## config.mk

```make
export PLATFORM = sky130hd
export DESIGN_NAME = iq_demod
export DESIGN_NICKNAME = d
export VERILOG_FILES = /design/src/rtl/iq_pkg.sv /design/src/rtl/iq_demod_nco.sv /design/src/rtl/iq_demod.sv
export SDC_FILE = /design/constraint.sdc
export NUM_CORES = 1
export LEC_CHECK = 0
export BUFFER_PORTS_ARGS = -buffer_cell sky130_fd_sc_hd__buf_2
export CAP_MARGIN = 15
export CORE_UTILIZATION = 70
export DETAILED_ROUTE_END_ITERATION = 8
export MAX_ROUTING_LAYER = met4
export PLACE_DENSITY = 0.88
export REMOVE_ABC_BUFFERS = 1
export SETUP_SLACK_MARGIN = 0.1
export SYNTH_ARGS = -nofsm -noshare
export SYNTH_HDL_FRONTEND = slang
export SYNTH_SLANG_ARGS = --single-unit
```

## constraint.sdc

```tcl
create_clock -name clk -period 18.65 [get_ports clk]
set_clock_uncertainty 0.1 [all_clocks]
set_input_delay 3.73 -clock clk [delete_from_list [all_inputs] [get_ports clk]]
set_output_delay 3.73 -clock clk [all_outputs]
set_load 0.02 [all_outputs]
```

## src/rtl/iq_pkg.sv

```systemverilog
// Shared constants and helpers for the IQ modulator/demodulator pair.
// Holds the ADC and table zero codes, datapath widths, the quarter-wave
// sine table with its full-turn sin/cos lookups, and the 8-bit clamp.
package iq_pkg;

   localparam int ADC_W     = 10;
   localparam int TAB_W     = 8;
   localparam int TAB_DEPTH = 256;
   localparam int SAMP_W    = ADC_W + 1;
   localparam int PROD_W    = SAMP_W + TAB_W;

   localparam logic [ADC_W-1:0] ADC_ZERO = 10'd512;
   localparam logic [TAB_W-1:0] TAB_ZERO = 8'd128;

   // round(127 * sin(2*pi*k/256)) for k = 0..64; the other three quadrants
   // are folded onto this quarter.
   localparam logic [6:0] QSIN [0:64] = '{
      7'd0,   7'd3,   7'd6,   7'd9,   7'd12,  7'd16,  7'd19,  7'd22,
      7'd25,  7'd28,  7'd31,  7'd34,  7'd37,  7'd40,  7'd43,  7'd46,
      7'd49,  7'd51,  7'd54,  7'd57,  7'd60,  7'd63,  7'd65,  7'd68,
      7'd71,  7'd73,  7'd76,  7'd78,  7'd81,  7'd83,  7'd85,  7'd88,
      7'd90,  7'd92,  7'd94,  7'd96,  7'd98,  7'd100, 7'd102, 7'd104,
      7'd106, 7'd107, 7'd109, 7'd111, 7'd112, 7'd113, 7'd115, 7'd116,
      7'd117, 7'd118, 7'd120, 7'd121, 7'd122, 7'd122, 7'd123, 7'd124,
      7'd125, 7'd125, 7'd126, 7'd126, 7'd126, 7'd127, 7'd127, 7'd127,
      7'd127
   };

   // Sine of a phase in 1/256 turn, offset binary (128 = zero).
   function automatic logic [TAB_W-1:0] sin_ob(input logic [7:0] ph);
      logic [6:0] k;
      logic [6:0] mag;
      k   = ph[6] ? (7'd64 - {1'b0, ph[5:0]}) : {1'b0, ph[5:0]};
      mag = QSIN[k];
      return ph[7] ? (TAB_ZERO - {1'b0, mag}) : (TAB_ZERO + {1'b0, mag});
   endfunction

   function automatic logic [TAB_W-1:0] cos_ob(input logic [7:0] ph);
      return sin_ob(ph + 8'd64);
   endfunction

   // Offset binary to two's complement: flip the MSB.
   function automatic logic [TAB_W-1:0] ob_to_signed(input logic [TAB_W-1:0] ob);
      return {~ob[TAB_W-1], ob[TAB_W-2:0]};
   endfunction

   // Clamp a signed value to [-128, +127].
   function automatic logic [7:0] sat8(input logic signed [31:0] v);
      if (v > 32'sd127)
         return 8'h7f;
      if (v < -32'sd128)
         return 8'h80;
      return v[7:0];
   endfunction

endpackage

```

## src/rtl/iq_demod_nco.sv

```systemverilog
// Local oscillator for the demodulator: 8-bit phase accumulator plus the
// shared sin/cos table.
//   clk, reset_   clock, async active-low reset
//   enable        advance phase by PHASE_INC this clock
//   phase         registered phase, 1/256 turn
//   lut_phase     phase to look up (combinational)
//   cos_s, sin_s  table outputs for lut_phase, two's complement
module iq_demod_nco
   import iq_pkg::*;
#(
   parameter int unsigned PHASE_INC = 8
) (
   input  logic                      clk,
   input  logic                      reset_,
   input  logic                      enable,
   output logic [$clog2(TAB_DEPTH)-1:0] phase,
   input  logic [$clog2(TAB_DEPTH)-1:0] lut_phase,
   output logic signed [TAB_W-1:0]   cos_s,
   output logic signed [TAB_W-1:0]   sin_s
);

   localparam int PH_W = $clog2(TAB_DEPTH);
   localparam logic [PH_W-1:0] STEP = PH_W'(PHASE_INC);

   always_ff @(posedge clk or negedge reset_) begin
      if (!reset_)
         phase <= '0;
      else if (enable)
         phase <= phase + STEP;
   end

   assign cos_s = ob_to_signed(cos_ob(lut_phase));
   assign sin_s = ob_to_signed(sin_ob(lut_phase));

endmodule

```

## src/rtl/iq_demod.sv

```systemverilog
// Quadrature demodulator: mixes offset-binary ADC samples with a local
// sin/cos NCO, integrates DECIM products per window (accumulate-and-dump)
// and presents one saturated signed I/Q pair per window on valid/ready.
//   clk, reset_   clock, async active-low reset
//   enable        sample, mix and advance the NCO this clock
//   adcval        ADC sample, offset binary (512 = zero)
//   i, q          result, two's complement
//   iq_valid      i/q hold a result not yet accepted
//   iq_ready      consumer accepts i/q when high with iq_valid
//   overrun       sticky: a result was overwritten before acceptance
module iq_demod
   import iq_pkg::*;
#(
   parameter int unsigned PHASE_INC = 8,
   parameter int unsigned DECIM     = 32,
   parameter int unsigned OUT_SHIFT = 11
) (
   input  logic             clk,
   input  logic             reset_,
   input  logic             enable,
   input  logic [ADC_W-1:0] adcval,
   output logic [7:0]       i,
   output logic [7:0]       q,
   output logic             iq_valid,
   input  logic             iq_ready,
   output logic             overrun
);

   localparam int CNT_W = $clog2(DECIM);
   localparam int ACC_W = PROD_W + CNT_W + 1;
   localparam int PH_W  = $clog2(TAB_DEPTH);
   localparam logic [CNT_W-1:0] LAST = CNT_W'(DECIM - 1);

   logic [PH_W-1:0]          nco_phase;
   logic signed [TAB_W-1:0]  cos_s, sin_s;

   logic                     s1_v;
   logic signed [SAMP_W-1:0] s1_samp;
   logic [PH_W-1:0]          s1_phase;

   logic signed [PROD_W-1:0] samp_x, cos_x, sin_x, prod_i, prod_q;
   logic                     s2_v;
   logic signed [PROD_W-1:0] s2_pi, s2_pq;

   logic [CNT_W-1:0]         win_cnt;
   logic signed [ACC_W-1:0]  acc_i, acc_q, sum_i, sum_q;

   logic                     dump_v;
   logic signed [ACC_W-1:0]  dump_i, dump_q, shr_i, shr_q;
   logic                     sat_v;
   logic [7:0]               sat_i, sat_q;

   iq_demod_nco #(.PHASE_INC(PHASE_INC)) u_nco (
      .clk       (clk),
      .reset_    (reset_),
      .enable    (enable),
      .phase     (nco_phase),
      .lut_phase (s1_phase),
      .cos_s     (cos_s),
      .sin_s     (sin_s)
   );

   // S1: center the sample and pair it with the phase it was taken at.
   always_ff @(posedge clk or negedge reset_) begin
      if (!reset_) begin
         s1_v     <= 1'b0;
         s1_samp  <= '0;
         s1_phase <= '0;
      end else begin
         s1_v     <= enable;
         s1_samp  <= $signed({1'b0, adcval}) - $signed({1'b0, ADC_ZERO});
         s1_phase <= nco_phase;
      end
   end

   // S2: mix. Q is negated so a modulator q input comes back with its own sign.
   assign samp_x = {{(PROD_W-SAMP_W){s1_samp[SAMP_W-1]}}, s1_samp};
   assign cos_x  = {{(PROD_W-TAB_W){cos_s[TAB_W-1]}}, cos_s};
   assign sin_x  = {{(PROD_W-TAB_W){sin_s[TAB_W-1]}}, sin_s};
   assign prod_i = samp_x * cos_x;
   assign prod_q = -(samp_x * sin_x);

   always_ff @(posedge clk or negedge reset_) begin
      if (!reset_) begin
         s2_v  <= 1'b0;
         s2_pi <= '0;
         s2_pq <= '0;
      end else begin
         s2_v  <= s1_v;
         s2_pi <= prod_i;
         s2_pq <= prod_q;
      end
   end

   // S3: accumulate; the last product of a window is folded into the dumped
   // sum rather than the accumulator, which restarts from zero.
   assign sum_i = acc_i + {{(ACC_W-PROD_W){s2_pi[PROD_W-1]}}, s2_pi};
   assign sum_q = acc_q + {{(ACC_W-PROD_W){s2_pq[PROD_W-1]}}, s2_pq};

   always_ff @(posedge clk or negedge reset_) begin
      if (!reset_) begin
         win_cnt <= '0;
         acc_i   <= '0;
         acc_q   <= '0;
         dump_v  <= 1'b0;
         dump_i  <= '0;
         dump_q  <= '0;
      end else begin
         dump_v <= 1'b0;
         if (s2_v) begin
            if (win_cnt == LAST) begin
               dump_i  <= sum_i;
               dump_q  <= sum_q;
               dump_v  <= 1'b1;
               acc_i   <= '0;
               acc_q   <= '0;
               win_cnt <= '0;
            end else begin
               acc_i   <= sum_i;
               acc_q   <= sum_q;
               win_cnt <= win_cnt + 1'b1;
            end
         end
      end
   end

   // Scale and clamp in their own stage, keeping the wide add and the
   // clamp off the same path; i/q land four clocks after the S1 edge.
   assign shr_i = dump_i >>> OUT_SHIFT;
   assign shr_q = dump_q >>> OUT_SHIFT;

   always_ff @(posedge clk or negedge reset_) begin
      if (!reset_) begin
         sat_v <= 1'b0;
         sat_i <= '0;
         sat_q <= '0;
      end else begin
         sat_v <= dump_v;
         if (dump_v) begin
            sat_i <= sat8({{(32-ACC_W){shr_i[ACC_W-1]}}, shr_i});
            sat_q <= sat8({{(32-ACC_W){shr_q[ACC_W-1]}}, shr_q});
         end
      end
   end

   // Output holding register. A new result always wins; it only counts as an
   // overrun if the previous one is still pending and not taken this clock.
   always_ff @(posedge clk or negedge reset_) begin
      if (!reset_) begin
         i        <= '0;
         q        <= '0;
         iq_valid <= 1'b0;
         overrun  <= 1'b0;
      end else begin
         if (sat_v) begin
            i        <= sat_i;
            q        <= sat_q;
            iq_valid <= 1'b1;
            if (iq_valid && !iq_ready)
               overrun <= 1'b1;
         end else if (iq_ready) begin
            iq_valid <= 1'b0;
         end
      end
   end

endmodule

```

==> flow_metrics.tcl <==
set metrics [dict create \
    rows 55 \
    yosys_warnings 0 \
    grt_pass1_wl_mm 61.1 \
    postSynthAreaPerCell_um2 9.40 \
    synthArstFlopShare_pct 100 \
    worst_path_most_repeated_cell "inv_1" \
    min_to "s2_v$_DFF_PN0_" \
    fin_crit_sh_pct 46.9 \
    ctsHoldBuffers 0 \
    cp-end-kind "flip-flop" \
    min_from "s1_v$_DFF_PN0_" \
    die_w_um 156 \
    crit_start "s1_phase[3]$_DFF_PN0_" \
    maxUsedRoutingLayer "met4" \
    synth_ff_type "dfrtp_1" \
    ant_nets 0 \
    finalMaxSlewViolations 0 \
    syn_area_um2 16500 \
    maxClockFrequency_mhz 114 \
    wl_mm 35.5 \
    cap_violations 0 \
    grt_pass1_vias 13200 \
    cts_buffers 17 \
    gp_congestion 0.975 \
    ios 32 \
    vias_per_cell 6.11 \
    fin_util_pct 76.4 \
    nNetsFinal 2043 \
    synth_edf_count 0 \
    fin_crit_ns 8.75 \
    antennaDiodeCount 0 \
    wl_met1_mm 15.1 \
    hold_violations 0 \
    outcome "finished, final reports clean" \
    first_pass_iters 5 \
    clockBufferDepth 2 \
    worst_ep_arrival_time_ns 9.00 \
    ys_seq_area_share_pct 27.1 \
    grt_start_max_net_pins 66 \
    core_um2 22900 \
    area_delta_synth_final_pct 5.82 \
    clkTransAtPathRegs_ns 0.08 \
    reg2reg_slack_ns 9.90 \
    ys_seq_elements 179 \
    cp_top_family "adder cells" \
    antenna_found_initial 0 \
    grt_usage_pct 32.3 \
    htreeDepth 4 \
    yosysUniqueCellTypes 90 \
    slowest_stage "dfrtp_1" \
    initial_core_util_pct 72.2 \
    postSynthCellCount 1760 \
    timing.rr.end "s2_pi[18]$_DFF_PN0_" \
    drt-wirelength-per-cell_um 17.1 \
    hold_ws_ns 0.274 \
    dp_hpwl_mm 26.1 \
    cp-start-kind "flip-flop" \
    drt-initial-drc-count 958 \
    cts_tree "built" \
    worstReg2RegStart "s1_phase[3]$_DFF_PN0_" \
    clock-sinks 179 \
    critPathMaxStageDelay_ns 0.88 \
    drive_gt1_share_pct 6.93 \
    path_depth 29 \
    clk_latency_ns 0.45 \
    vias 12700 \
    crit_type "flip-flop to flip-flop" \
    io_buffers 31 \
    post_cts_buffers 0 \
    cts-root-buf "clkbuf_16" \
    die_y_um 156 \
    ctsResizeCount 0 \
    rsz0062_at_grt "false" \
    path_max_fanout 25 \
    die_area_um2 24300 \
    required_ns 18.90 \
    worst_pin_slew_ns 1.14 \
    relSlewSlack_pct 23.1 \
    finalSetupViolCount 0 \
    hp-class "flip-flop to flip-flop" \
    wl_met2_mm 17.7 \
    holdPathStages 0 \
    drc_errors 0 \
    ff2ff_path_depth 29 \
    dr_wl_met3_mm 1.69 \
    overflow 0 \
    finalSetupTns_ns 0 \
    path_buf_inv 6 \
]
-- cells by family after synthesis --
kind of cell    after synthesis  synth area share (%)
compound gates              379                  16.2
flops                       179                  27.1
simple gates                500                  15.3
xor+xnor                     77                  4.36
mux                          38                  2.49
fa+ha+maj                   281                  27.4
buf+inv                     306                  7.16
-- synth_stat cells (5+ instances only) --
cell,instances,area (µm²)
inv_1,234,878
dfrtp_1,179,4480
ha_1,145,1810
fa_1,136,2720
nand2_1,136,510
nor2_1,118,443
and2_1,79,494
a21oi_1,72,360
o21ai_0,72,360
clkbuf_1,56,210
xnor2_1,50,438
nor2b_1,41,257
a21o_1,39,293
xor2_1,23,201
mux2_2,21,236
nand4_1,20,125
o21a_1,19,143
o2bb2ai_1,19,166
o22ai_1,18,113
mux2i_1,16,160
nand3_1,16,80.1
nor3_1,15,75.1
a211oi_1,14,105
a22o_1,11,96.3
or3_1,11,68.8
nand2b_1,10,62.6
o21bai_1,10,75.1
a31oi_1,9,56.3
and3_1,9,56.3
buf_2,8,40.0
nand3b_1,7,52.6
nor4_1,7,43.8
o211ai_1,7,52.6
a211o_1,6,52.6
nor3b_1,6,45.0
o2111ai_1,6,52.6
o31ai_1,6,45.0
a22oi_1,5,37.5
o311ai_0,5,43.8
o41ai_1,5,43.8
-- worst max path at each step --
| stage | slack [ns] | endpoint |
|---|---|---|
| final | 9.90 | s2_pi[18]$_DFF_PN0_ |
| after global routing | 9.23 | s2_pi[18]$_DFF_PN0_ |
| after CTS | 10.04 | s2_pi[18]$_DFF_PN0_ |
| after detailed placement | 10.07 | s2_pi[18]$_DFF_PN0_ |
| after global placement | 10.46 | s2_pi[18]$_DFF_PN0_ |
| after floorplan | 11.20 | s2_pi[18]$_DFF_PN0_ |
-- worst reg2reg max path: cells and delay by family (launching register included) --
family,cells,cell delay [ns]
AO/OA/AOI/OAI,8,2.16
adder cells (fa/ha/maj),8,3.50
buffers and inverters,6,0.59
flip-flops,1,0.88
multiplexers,1,0.34
AND/OR/NAND/NOR,6,1.09
-- placed cells by master (no fill, tap or decap), types with 11 or more instances in the layout --
cell and instances:
and2_1 79, or3_1 11, o22ai_1 18, o21a_1 19, o2bb2ai_1 19, nand3_1 16, o21ai_0 72, fa_1 136
dfrtp_1 179, mux2i_1 16, buf_2 30, a22o_1 11, a21oi_1 72, inv_1 234, nor2_1 118, xor2_1 23
ha_1 145, mux2_2 21, nor2b_1 41, xnor2_1 50, clkbuf_16 17, nand2_1 136, a211oi_1 14, nand4_1 20
a21o_1 39, nor3_1 15
-- stage by stage --
step,cell area (µm²),instances,setup slack [ns]
after floorplan,16300,1691,11.20
after global placement,16900,2042,10.46
after detailed placement,16900,2042,10.07
after CTS,17500,2074,10.04
after global routing,17500,2074,9.23
final,17500,2074,9.90
-- flip-flops by register name, summed over array words and instances, names as in the netlist, 5 cells and up --
name         cells
s2_pi           19
win_cnt          5
sat_i            8
dump_i          14
dump_q          14
s2_pq           19
acc_q           25
u_nco.phase      5
acc_i           25
sat_q            8
i                8
s1_phase         5
s1_samp         10
q                8
-- area by class of cell --
type | count | area, µm²
Clock inverter | 15 | 228
Tap cell | 313 | 392
Multi-Input combinational cell | 1275 | 10900
Fill cell | 1491 | 5410
Clock buffer | 17 | 425
Sequential cell | 179 | 4480
Timing Repair Buffer | 38 | 214
Inverter | 237 | 890
-- per-layer routing --
metal,vias to the layer above,GRT usage [%]
met5,-,-
met4,0,11.9
met3,100,4.03
met2,401,55.4
met1,6222,39.3
li1,5951,-
Power is not shown: default switching activity piles up to over one toggle a cycle in this logic, so the estimate is an artifact.
